`src/rtl/calc_pkg.sv`:
```
// ============================================================================
// Module      : calc_pkg
// Description : Shared key codes, ALU op encoding, sequencer states and the
//               one-hot phase codes of the calculator sequencer.
// Revision    : 1.0 - initial release
// ============================================================================
`default_nettype none

package calc_pkg;

    localparam int unsigned c_NUM_KEYS = 16;
    localparam int unsigned c_VAL_W    = 21;

    localparam logic [3:0] c_KEY_9     = 4'd9;
    localparam logic [3:0] c_KEY_PLUS  = 4'd10;
    localparam logic [3:0] c_KEY_MINUS = 4'd11;
    localparam logic [3:0] c_KEY_MUL   = 4'd12;
    localparam logic [3:0] c_KEY_DIV   = 4'd13;
    localparam logic [3:0] c_KEY_EQ    = 4'd14;
    localparam logic [3:0] c_KEY_CLR   = 4'd15;

    typedef enum logic [1:0] {
        OP_ADD = 2'd0,
        OP_SUB = 2'd1,
        OP_MUL = 2'd2,
        OP_DIV = 2'd3
    } op_e;

    typedef enum logic [2:0] {
        S_A_ENTRY = 3'd0,
        S_B_ENTRY = 3'd1,
        S_EXEC    = 3'd2,
        S_SHOW    = 3'd3,
        S_ERR     = 3'd4
    } state_e;

    localparam logic [3:0] c_PLACE_A   = 4'b0001;
    localparam logic [3:0] c_PLACE_B   = 4'b0010;
    localparam logic [3:0] c_PLACE_RES = 4'b0100;
    localparam logic [3:0] c_PLACE_ERR = 4'b1000;

    // Operator keys 10..13 map onto ops 0..3; low two bits plus 2 does it.
    function automatic op_e op_from_key(input logic [3:0] code);
        return op_e'(code[1:0] + 2'd2);
    endfunction

    // value*10 + d as shift-add; callers guarantee the result fits.
    function automatic logic [c_VAL_W-1:0] mul10_add(input logic [c_VAL_W-1:0] v,
                                                     input logic [3:0] d);
        return (v << 3) + (v << 1) + {{(c_VAL_W-4){1'b0}}, d};
    endfunction

endpackage

`default_nettype wire

```
`src/rtl/key_event.sv`:
```
// ============================================================================
// Module      : key_event
// Description : Turns level-held one-hot key codes into single press events.
// Revision    : 1.0 - initial release
// ============================================================================
`default_nettype none

module key_event
    import calc_pkg::*;
(
    input  logic        clk,
    input  logic        rst_n,
    input  logic [15:0] key_decode,
    output logic        key_valid,
    output logic [3:0]  key_code
);

    logic [15:0] prev_q;
    logic        key_valid_d;
    logic        key_valid_q;
    logic [3:0]  key_code_d;
    logic [3:0]  key_code_q;
    logic [4:0]  w_ones;

    always_comb begin
        w_ones     = '0;
        key_code_d = '0;
        for (int i = 0; i < int'(c_NUM_KEYS); i++) begin
            w_ones = w_ones + {4'd0, key_decode[i]};
            if (key_decode[i]) begin
                key_code_d = 4'(i);
            end
        end
        // Requiring prev == 0 suppresses both auto-repeat and chords that
        // partially release.
        key_valid_d = (w_ones == 5'd1) && (prev_q == '0);
    end

    always_ff @(posedge clk or negedge rst_n) begin
        if (!rst_n) begin
            prev_q      <= '0;
            key_valid_q <= 1'b0;
            key_code_q  <= '0;
        end else begin
            prev_q      <= key_decode;
            key_valid_q <= key_valid_d;
            key_code_q  <= key_code_d;
        end
    end

    assign key_valid = key_valid_q;
    assign key_code  = key_code_q;

endmodule

`default_nettype wire

```
`src/rtl/calc_sequencer.sv`:
```
// ============================================================================
// Module      : calc_sequencer
// Description : Calculator control FSM: operand entry, ALU handshake with
//               watchdog, and display/phase outputs.
// Revision    : 1.0 - initial release
// ============================================================================
`default_nettype none

module calc_sequencer #(
    parameter int MAX_DIGITS  = 6,
    parameter int ALU_TIMEOUT = 64
) (
    input  logic        clk,
    input  logic        rst_n,
    input  logic [15:0] key_decode,
    output logic [3:0]  state_place,
    output logic        alu_start,
    output logic [1:0]  alu_op,
    output logic [20:0] alu_a,
    output logic [20:0] alu_b,
    input  logic        alu_done,
    input  logic [20:0] alu_result,
    input  logic        alu_err,
    output logic [20:0] disp_value,
    output logic        disp_err
);

    import calc_pkg::*;

    localparam int CW = $clog2(MAX_DIGITS + 1);
    localparam int WW = $clog2(ALU_TIMEOUT + 1);
    localparam logic [CW-1:0] c_MAX_CNT = CW'(MAX_DIGITS);
    localparam logic [WW-1:0] c_WD_LAST = WW'(ALU_TIMEOUT - 1);

    logic        key_valid;
    logic [3:0]  key_code;

    state_e      state_q, state_d;
    logic [20:0] acc_a_q, acc_a_d;
    logic [20:0] acc_b_q, acc_b_d;
    logic [20:0] result_q, result_d;
    op_e         op_q, op_d;
    logic [CW-1:0] count_q, count_d;
    logic [WW-1:0] wd_q, wd_d;
    logic        alu_start_q, alu_start_d;

    logic        w_is_digit;
    logic        w_is_op;
    logic        w_is_eq;
    logic        w_is_clr;
    logic        w_room;

    key_event u_key_event (
        .clk        (clk),
        .rst_n      (rst_n),
        .key_decode (key_decode),
        .key_valid  (key_valid),
        .key_code   (key_code)
    );

    assign w_is_digit = key_valid && (key_code <= c_KEY_9);
    assign w_is_op    = key_valid && (key_code >= c_KEY_PLUS) && (key_code <= c_KEY_DIV);
    assign w_is_eq    = key_valid && (key_code == c_KEY_EQ);
    assign w_is_clr   = key_valid && (key_code == c_KEY_CLR);
    assign w_room     = (count_q < c_MAX_CNT);

    always_comb begin
        state_d     = state_q;
        acc_a_d     = acc_a_q;
        acc_b_d     = acc_b_q;
        result_d    = result_q;
        op_d        = op_q;
        count_d     = count_q;
        wd_d        = wd_q;
        alu_start_d = 1'b0;

        case (state_q)
            S_A_ENTRY: begin
                if (w_is_digit && w_room) begin
                    acc_a_d = mul10_add(acc_a_q, key_code);
                    count_d = count_q + CW'(1);
                end else if (w_is_op) begin
                    op_d    = op_from_key(key_code);
                    acc_b_d = '0;
                    count_d = '0;
                    state_d = S_B_ENTRY;
                end
            end
            S_B_ENTRY: begin
                if (w_is_digit && w_room) begin
                    acc_b_d = mul10_add(acc_b_q, key_code);
                    count_d = count_q + CW'(1);
                end else if (w_is_op && (count_q == '0)) begin
                    op_d = op_from_key(key_code);
                end else if (w_is_eq) begin
                    alu_start_d = 1'b1;
                    wd_d        = '0;
                    state_d     = S_EXEC;
                end
            end
            S_EXEC: begin
                // The done check covers the start cycle too, so a same-cycle
                // completion is accepted.
                if (alu_done) begin
                    if (alu_err) begin
                        state_d = S_ERR;
                    end else begin
                        result_d = alu_result;
                        state_d  = S_SHOW;
                    end
                end else if (wd_q == c_WD_LAST) begin
                    state_d = S_ERR;
                end else begin
                    wd_d = wd_q + WW'(1);
                end
            end
            S_SHOW: begin
                if (w_is_digit) begin
                    acc_a_d = {17'd0, key_code};
                    acc_b_d = '0;
                    count_d = CW'(1);
                    state_d = S_A_ENTRY;
                end else if (w_is_op) begin
                    acc_a_d = result_q;
                    acc_b_d = '0;
                    count_d = '0;
                    op_d    = op_from_key(key_code);
                    state_d = S_B_ENTRY;
                end
            end
            S_ERR: begin
            end
            default: begin
                state_d = S_A_ENTRY;
            end
        endcase

        // Clear overrides everything, including a coincident alu_done.
        if (w_is_clr) begin
            state_d     = S_A_ENTRY;
            acc_a_d     = '0;
            acc_b_d     = '0;
            result_d    = '0;
            op_d        = OP_ADD;
            count_d     = '0;
            wd_d        = '0;
            alu_start_d = 1'b0;
        end
    end

    always_ff @(posedge clk or negedge rst_n) begin
        if (!rst_n) begin
            state_q     <= S_A_ENTRY;
            acc_a_q     <= '0;
            acc_b_q     <= '0;
            result_q    <= '0;
            op_q        <= OP_ADD;
            count_q     <= '0;
            wd_q        <= '0;
            alu_start_q <= 1'b0;
        end else begin
            state_q     <= state_d;
            acc_a_q     <= acc_a_d;
            acc_b_q     <= acc_b_d;
            result_q    <= result_d;
            op_q        <= op_d;
            count_q     <= count_d;
            wd_q        <= wd_d;
            alu_start_q <= alu_start_d;
        end
    end

    always_comb begin
        disp_value  = '0;
        state_place = c_PLACE_A;
        case (state_q)
            S_A_ENTRY: begin
                disp_value  = acc_a_q;
                state_place = c_PLACE_A;
            end
            S_B_ENTRY: begin
                disp_value  = (count_q == '0) ? acc_a_q : acc_b_q;
                state_place = c_PLACE_B;
            end
            S_EXEC: begin
                disp_value  = acc_b_q;
                state_place = c_PLACE_B;
            end
            S_SHOW: begin
                disp_value  = result_q;
                state_place = c_PLACE_RES;
            end
            S_ERR: begin
                disp_value  = '0;
                state_place = c_PLACE_ERR;
            end
            default: begin
                disp_value  = '0;
                state_place = c_PLACE_A;
            end
        endcase
    end

    // Operands stay frozen throughout EXEC because no branch there edits them.
    assign alu_start = alu_start_q;
    assign alu_op    = op_q;
    assign alu_a     = acc_a_q;
    assign alu_b     = acc_b_q;
    assign disp_err  = (state_q == S_ERR);

endmodule

`default_nettype wire
```
`config.mk`:
```
export PLATFORM = sky130hd
export DESIGN_NAME = calc_sequencer
export DESIGN_NICKNAME = d
export VERILOG_FILES = /design/src/rtl/calc_pkg.sv /design/src/rtl/key_event.sv /design/src/rtl/calc_sequencer.sv
export SDC_FILE = /design/constraint.sdc
export NUM_CORES = 1
export LEC_CHECK = 0
export BUFFER_PORTS_ARGS = -buffer_cell sky130_fd_sc_hd__buf_2
export CAP_MARGIN = 10
export CORE_ASPECT_RATIO = 0.5
export CORE_MARGIN = 2
export CORE_UTILIZATION = 50
export DETAILED_ROUTE_END_ITERATION = 6
export PLACE_DENSITY = 0.74
export SETUP_SLACK_MARGIN = 0.5
export SLEW_MARGIN = 25
export SYNTH_ARGS = -nofsm -noshare
export SYNTH_HDL_FRONTEND = slang
export SYNTH_SLANG_ARGS = --single-unit
```
`constraint.sdc`:
```
create_clock -name clk -period 3.3 [get_ports clk]
set_input_delay 0.165 -clock clk [delete_from_list [all_inputs] [get_ports clk]]
set_output_delay 0.165 -clock clk [all_outputs]
set_load 0.005 [all_outputs]
```
Word-level counts from Yosys, hierarchy flattened. Index checks and enable logic that the tools add are counted.

Equality and inequality tests: 22. Reduce and logical (&&, ||, !) cells: 24. $add $sub $neg: 22. $lt $le $gt $ge: 4. Muxes and demuxes: 69.

Operators by type and width (count): $mux 21 (14); $pmux 21 s4 (1); $add 5x1->5 (14); $pmux 21 s3 (1); $mux 4 (14); $mux 3 (15); $add 21x21->21 (2); $add 21x4->21 (2); $mux 7 (6); $pmux 21 s2 (1); $ne 3x3->1 const B (10); $logic_not 16->1 (1); $pmux 3 s5 (1); $pmux 7 s2 (1); $mux 2 (6); $pmux 4 s3 (1); $reduce_and 6->1 (2); $pmux 3 s3 (1); $reduce_and 3->1 (3); $eq 4x4->1 const B (2); $le 4x4->1 const B (2); $logic_and 1x1->1 (8); $ne 4x4->1 const B (2); $add 7x1->7 const B (1); 20 further kinds (30).

Input bits: 41. Flip-flop bits (word level): 100.

Depth between registers and ports, before layout. Gate-level depths: netlist of the first run.

Depth in word-level cells: 17. Depth in mapped cells: 14.

Cells and area by module. A second synthesis of the first run with hierarchy kept.

Cell total of the unflattened synthesis: 844. Area, all modules: 7480.9 um^2.

By module, submodules not included: calc_sequencer (seq. area each 1976.9 um^2, instances 1, cells each 754, area each 6407.4 um^2); key_event (seq. area each 525.5 um^2, instances 1, cells each 90, area each 1073.5 um^2).

Least setup slack after synthesis of the first run. OpenSTA, ideal clock, no wires.

Path type: input -> register. From: input key_decode[0]. To: register u_key_event.key_valid_q, in the netlist u_key_event.key_valid. Library setup time: 68 ps. Setup slack: -454 ps. Cell stages on the path: 13. Arrival time: 3686 ps. Data required time: 3232 ps. Path buffers: 0. Path through: ha_1 inv_1 fa_1 inv_1 fa_1 fa_1 inv_1 fa_1 fa_1 inv_1 fa_1 nor4_1 and4b_1.

Cells in the longest elaborated chain, start to end: 17.

RTL lines: start: declaration (RTL line calc_sequencer.sv:15) `input logic [15:0] key_decode,`; $add 1x1->2 (RTL line key_event.sv:29) `w_ones = w_ones + {4'd0, key_decode[i]};`; $add 5x1->5 (14 in series) (RTL line key_event.sv:29); $eq 5x1->1 (RTL line key_event.sv:36) `key_valid_d = (w_ones == 5'd1) && (prev_q == '0);`; $logic_and 1x1->1 (RTL line key_event.sv:36); net u_key_event.key_valid_d (RTL line key_event.sv:19) `logic key_valid_d;`; end signal: assignment (RTL line key_event.sv:46) `key_valid_q <= key_valid_d;`; end: declaration (RTL line key_event.sv:20) `logic key_valid_q;`.

The timed path passes the listed nets, and every way through them passes these cells. A chain may end at the register's enable or synchronous reset.

Final worst setup path of the first run.
From: input key_decode[1]. To: register u_key_event.key_valid_q, in the netlist u_key_event.key_valid.

The elaborated chain is that of the path after synthesis.

==> results of run 1 <==
-- per-stage QoR --
step           power, mW  setup WS (ns)
2_1_floorplan       1.44         -0.359
3_3_place_gp        1.54         -0.534
3_5_place_dp        1.57         -0.623
4_1_cts             2.60         -0.214
5_1_grt             2.70         -0.327
6_report            2.58         -0.204
-- cell type report --
class                           count  area [um2]
Multi-Input combinational cell    601        4730
Fill cell                        1202        5270
Timing Repair inverter              1        7.51
Sequential cell                   100        2510
Timing Repair Buffer              168        1080
Tap cell                          198         248
Clock buffer                       11         243
Clock inverter                      5        42.5
Inverter                           58         221
-- registers in the layout (all words and copies together) (netlist names), 3 cells and up --
name,cells
alu_a,21
alu_b,21
result_q,21
u_key_event.prev_q,16
wd_q,7
u_key_event.key_code,4
count_q,3
state_q,3
-- cell usage in the layout, fill, tap and decap left out, types with 9 or more instances in the layout --
master         count
o21ai_0           31
nor4_1             9
buf_2            108
a222oi_1          21
dlygate4sd3_1     10
nand3_1           34
and3_1             9
a21o_1            15
fa_1              11
clkbuf_16          9
o21ai_1           11
xnor2_1           15
nor3_1             9
buf_6              9
buf_4             38
nand2_1           87
dfrtp_1           95
inv_1             53
xor2_1            15
nand4_1            9
a22o_1            20
o221ai_1          10
ha_1              74
nor2_1            29
a21oi_1           65
-- logic make-up (layout without fill, tap and decap cells) --
family          count (synthesis)  in the layout
compound gates                251            251
xor+xnor                       37             37
fa+ha+maj                      94             94
buf+inv                        98            243
flops                         100            100
simple gates                  219            219
-- routing by layer --
| layer | share of wire | up-vias |
|---|---|---|
| met5 | 0 | - |
| met4 | 0.028 | 0 |
| met3 | 0.077 | 53 |
| met2 | 0.47 | 358 |
| met1 | 0.42 | 3391 |
| li1 | - | 3235 |
-- worst max path at each step --
stage                     slack [ns]     startpoint                              end
after global placement         -0.53  key_decode[0]  u_key_event.key_valid$_DFF_PN0_
after floorplan                -0.36  key_decode[0]  u_key_event.key_valid$_DFF_PN0_
after CTS                      -0.21  key_decode[1]  u_key_event.key_valid$_DFF_PN0_
after global routing           -0.33  key_decode[1]  u_key_event.key_valid$_DFF_PN0_
after detailed placement       -0.62  key_decode[1]  u_key_event.key_valid$_DFF_PN0_
final                          -0.20  key_decode[1]  u_key_event.key_valid$_DFF_PN0_
-- power groups by stage --
stage          combinational [mW]  clock [mW]  sequential, mW
2_1_floorplan               0.163           0            1.28
3_3_place_gp                0.255           0            1.28
3_5_place_dp                0.279           0            1.29
4_1_cts                     0.294        1.04            1.26
5_1_grt                     0.344        1.09            1.26
6_report                    0.296        1.03            1.26
-- timing repair --
item                                    CTS  global route
pin swaps                                16            48
resized for setup                        31            45
buffers inserted                          9            14
endpoints found under the hold margin    50             0
hold buffers                             10             0
endpoints found under the setup margin   27            43
gates cloned                              0             1
==> results.md, run 1 <==
- Status: finished, violations left
- Failing checks: setup timing
- Synthesized net count: 934
- Fin worst setup slack: -0.204 ns
- Global-route wire length before repair: 33100 um
- Worst rel slew slack: 0.378
- Ys async rst share: 1.00
- Clock slew at reported path FFs: 0.07 ns
- Pleak: 4.73 nW
- Post-layout util: 0.633
- # setup viols final: 1
- Top cells by instance count after synthesis: dfrtp_1 (100), nand2_1 (90), ha_1 (80), a21oi_1 (67), inv_1 (58)
- Setup Total Neg Slack: -0.204 ns
- Clk buf depth: 2
- Sequential share of power: 0.488
- Vias in the first global route: between 6000 and 7000
- Hold path endpoint: u_key_event.prev_q[11]$_DFF_PN0_
- Clk_lat worst skew: 0.35 ns
- Initial antenna violation count: 1
- Die Width: between 150 and 200 um
- Die Y: 89.4 um
- Drt total wl: 21300 um
- Met2 usage: 0.465
- Register area share after synthesis: 0.343
- Net Sw Frac: 0.257
- Flop-to-flop setup slack: 0.30 ns
- Fin nets: 1074
- Crit path largest cell delay: roughly 0.51 ns
- Synth Area in Simple Gates: 0.143
- Worst Skew: approximately 0.0087 ns
- Area growth from synthesis to layout: 24.5%
- Area leader, netlist: dfrtp_1
- Post-route ant nets: 0
- Antenna Cells: 0
- Combinational fraction of design power: 0.114
- Pin count of the biggest net entering global routing: 60
- TritonCTS Buffers: 9
- Share of cells above drive strength 1: 0.257
- Avg Vias per Cell: 6.16
- Worst Max-Slew Pin Slew: around 0.93 ns
- Largest family of logic cells by synthesized area: compound AO/OA/AOI/OAI gates
- Clock tree from TritonCTS: built
- Sink Count: 100
- H-tree depth: 3
- M3 GR Usage: 0.0514
- CP startpoint kind: input pin
- Mapped Cells: 799
- Internal power: between 1.5 and 2 mW
- Synthesized area: around 7300 um2
- Fin crit period: 3.50 ns
- Fin area: approximately 9000 um2
- Crit end category: flip-flop
- Maxcap violations: 0
- Gr busiest metal: met2
- Hold Crit Class: input pin to flip-flop
- Initial cell density of the core: 0.508
- Crit-path slowest cell: fa_1
- Top_reg_cell synth: dfrtp_1
- CP Data Arrival Time: 3.79 ns
- Crit path cell chain: buf_8 > ha_4 > inv_2 > fa_1 > inv_2 > fa_1 > fa_1 > inv_1 > fa_1 > fa_2 > inv_2 > fa_1 > nor4_1 > and4b_1
- Crit path max fanout: 2
- First drt pass iteration count: 6
- Clock Power Share: 0.397
- Count leader, synth: dfrtp_1
- Pwr dens: around 280 nW/um2
- Crit path depth: 14
- Most used cell, CP: fa_1
- Register bit total from synthesis: 100
- Achievable Freq: 0.285 GHz
- Switching pwr: 0.664 mW
- Peak supply drop: 0.225 mV
- # rows: 31
- Max Slew Vio Count: 0
- Mapped Avg Cell Area: 9.12 um2
- WL/cell: ~19 um
- Synth Area in Adders: 0.176
- Period utilization: 1.06
- WP data required: 3.59 ns
- Residual DRC: 0
- Worst r2r path cells: 10
- Core Area: 14400 um2
- Hold slack: 0.0112 ns
- Reg2reg end: alu_b[18]$_DFFE_PN0P_
- GRT overflow: 0
- FF-to-FF Start: u_key_event.key_code[3]$_DFF_PN0_
- Mux contribution to synthesized area: 0
- Synth top area share: 0.343
- Die area: 15600 um2
- Post-Place Cells: 1092
- Top cells by area, synth: dfrtp_1 (34%), ha_1 (14%), nand2_1 (4.6%), a21oi_1 (4.6%), fa_1 (3.8%)
- Area of placed instances: 8120 um2
- Initial drt markers: 530
- Crit path max-delay family: adder cells
- Unique cell type count in the Yosys netlist: 66
- I/O pin count: 112
- Unrepaired setup endpoints after global routing: yes
- Met1 Use GR: 0.347
- Synth Area in Compound Gates: 0.239
- Hold Crit Start: key_decode[11]
- Vias: 7037
- Post-synth EDFFs: 0
- Hold Path Depth: 1
- Critical path class: input pin to flip-flop
- Buffers and inverters on the worst path: 5
- Number of synthesis warnings: 0
- Final Hold Vio Count: 0
- Root buffer cell: clkbuf_16
- Non-Filler Instances: 1142
- All-layer global routing usage: 0.268
- PortBufs: 111
- XOR/XNOR Fraction of Synth Area: 0.0444
- Post-DP HPWL: approximately 15000 um
- Gpl congestion: 0.909
Note: power is estimated with default switching activity, not from simulation.
==> inputs of run 2 (changes only) <==
--- a/config.mk
+++ b/config.mk
@@ -8,7 +8,6 @@
 export BUFFER_PORTS_ARGS = -buffer_cell sky130_fd_sc_hd__buf_2
 export CAP_MARGIN = 10
 export CORE_ASPECT_RATIO = 0.5
-export CORE_MARGIN = 2
 export CORE_UTILIZATION = 50
 export DETAILED_ROUTE_END_ITERATION = 6
 export PLACE_DENSITY = 0.74
==> results.md, run 2 (synthesized netlist as in run 1, its figures left out) <==
- Status: finished, violations left
- Failing checks: setup timing
- Crit path largest cell delay: 0.52 ns
- Post-DP HPWL: between 10000 and 15000 um
- GRT overflow: 0
- Pwr dens: 305 nW/um2
- Setup Total Neg Slack: -0.263 ns
- I/O pin count: 112
- CP Data Arrival Time: 3.85 ns
- Peak supply drop: ~0.25 mV
- Clock tree from TritonCTS: built
- Antenna Cells: 0
- Residual DRC: 0
- Internal power: 2.04 mW
- Fin area: 8880 um2
- Gpl congestion: 0.929
- Core Area: 13900 um2
- Crit end category: flip-flop
- Achievable Freq: about 0.28 GHz
- Crit-path slowest cell: fa_1
- Fin worst setup slack: -0.263 ns
- Sequential share of power: 0.466
- Unrepaired setup endpoints after global routing: yes
- Combinational fraction of design power: 0.111
- Initial drt markers: 632
- Avg Vias per Cell: 6.08
- Worst Max-Slew Pin Slew: 0.961 ns
- Share of cells above drive strength 1: 0.231
- Post-route ant nets: 0
- Pwr Total: 2.71 mW
- Maxcap violations: 0
- Initial cell density of the core: 0.525
- Max Slew Vio Count: 0
- All-layer global routing usage: 0.281
- Worst rel slew slack: 0.359
- Commonest non-fill, non-tap cell in the layout: buf_2
- Vias: 6821
- Area of the multi-input gates: 4640 um2
- Critical path class: input pin to flip-flop
- Fin nets: between 1000 and 1500
- # rows: 30
- Die Y: 87.4 um
- Register area: 2510 um2
- Crit path cell chain: buf_8 > ha_4 > inv_2 > fa_1 > inv_2 > fa_1 > fa_1 > inv_1 > fa_1 > fa_2 > inv_2 > fa_1 > nor4_1 > and4b_1
- Post-Place Cells: 1083
- Initial antenna violation count: 0
- Clock slew at reported path FFs: 0.07 ns
- Buffers and inverters on the worst path: 5
- Area of placed instances: 8080 um2
- Non-Filler Instances: 1122
- CP startpoint kind: input pin
- WL/cell: 18.5 um
- Area growth from synthesis to layout: 21.8%
- PortBufs: 111
- WP data required: 3.58 ns
- Crit path max fanout: 2
- TritonCTS Buffers: 9
- Clock Power Share: 0.423
- Net Sw Frac: 0.246
- Clk buf depth: 2
- Crit path max-delay family: adder cells
- Most frequent cells in the layout: buf_2 (108), dfrtp_1 (94), nand2_1 (88)
- Pre-CTS setup slack: -0.678 ns
- Drt total wl: 20800 um
- Final Hold Vio Count: 0
- # setup viols final: 1
- Fin crit period: 3.56 ns
- Switching pwr: 0.668 mW
- Most used cell, CP: fa_1
- Pin count of the biggest net entering global routing: 77
- Clk_lat worst skew: 0.36 ns
- Vias in the first global route: about 6700
- Global-route wire length before repair: 33400 um
- Hold Crit Class: input pin to flip-flop
- Root buffer cell: clkbuf_16
- Period utilization: 1.08
- First drt pass iteration count: 5
- H-tree depth: 3
- Worst Skew: 0.0111 ns
- Hold slack: 0.00817 ns
- Final-layout fill cell count: 1183
- Pleak: 4.66 nW
- Die area: approximately 15000 um2
- Post-layout util: 0.639
- Die Width: 173 um
- Sink Count: 100
## run 2: cell types whose count changed in the layout (fill, tap and decap cells not counted), moves of 3 or more
| cell | previous run | this run |
|---|---|---|
| buf_4 | 38 | 32 |
| o21ai_1 | 11 | 14 |
| buf_6 | 9 | 2 |
| inv_6 | 3 | 0 |
| o21ai_2 | 6 | 2 |
| xnor2_1 | 15 | 19 |
| xnor2_2 | 6 | 2 |
## run 2: metal layers
metal	global-route usage	part of all wire	up-vias
li1	-	-	3203
met1	0.363	0.44	3295
met2	0.478	0.47	280
met3	0.0532	0.070	43
met4	0.0973	0.019	0
met5	0	0	-
## run 2: worst paths after layout
check | from | end | slack, ns | cells after the start
max | key_decode[1] | u_key_event.key_valid$_DFF_PN0_ | -0.26 | 14
min | key_decode[1] | u_key_event.prev_q[1]$_DFF_PN0_ | 0.008 | 2
max in group asynchronous | rst_n | alu_a[9]$_DFFE_PN0P_ | 2.19 | 3
max reg2reg | u_key_event.key_code[3]$_DFF_PN0_ | alu_a[20]$_DFFE_PN0P_ | 0.35 | 10
min in group asynchronous | rst_n | wd_q[4]$_DFFE_PN0P_ | 0.38 | 2
min reg2reg | wd_q[6]$_DFFE_PN0P_ | wd_q[6]$_DFFE_PN0P_ | 0.49 | 1
## run 2: final cells by class
type / instances / share of cell area
Tap cell: 192 / 0.0271
Clock inverter: 6 / 0.0100
Timing Repair inverter: 1 / 0.000846
Inverter: 58 / 0.0249
Clock buffer: 10 / 0.0258
Multi-Input combinational cell: 601 / 0.523
Timing Repair Buffer: 154 / 0.106
Sequential cell: 100 / 0.283
## run 2: power by group through the flow
stage	combinational, mW	clock (mW)	sequential, mW
2_1_floorplan	0.163	0	1.28
3_3_place_gp	0.253	0	1.28
3_5_place_dp	0.283	0	1.29
4_1_cts	0.299	1.16	1.26
5_1_grt	0.339	1.21	1.26
6_report	0.301	1.15	1.26
## run 2: what timing repair did
item | in CTS | in global routing
pin swaps | 15 | 20
setup buffers | 7 | 5
resized for setup | 25 | 29
hold endpoints to repair | 21 | 0
hold buffers | 10 | 0
gates cloned | 1 | 0
endpoints found under the setup margin | 19 | 30
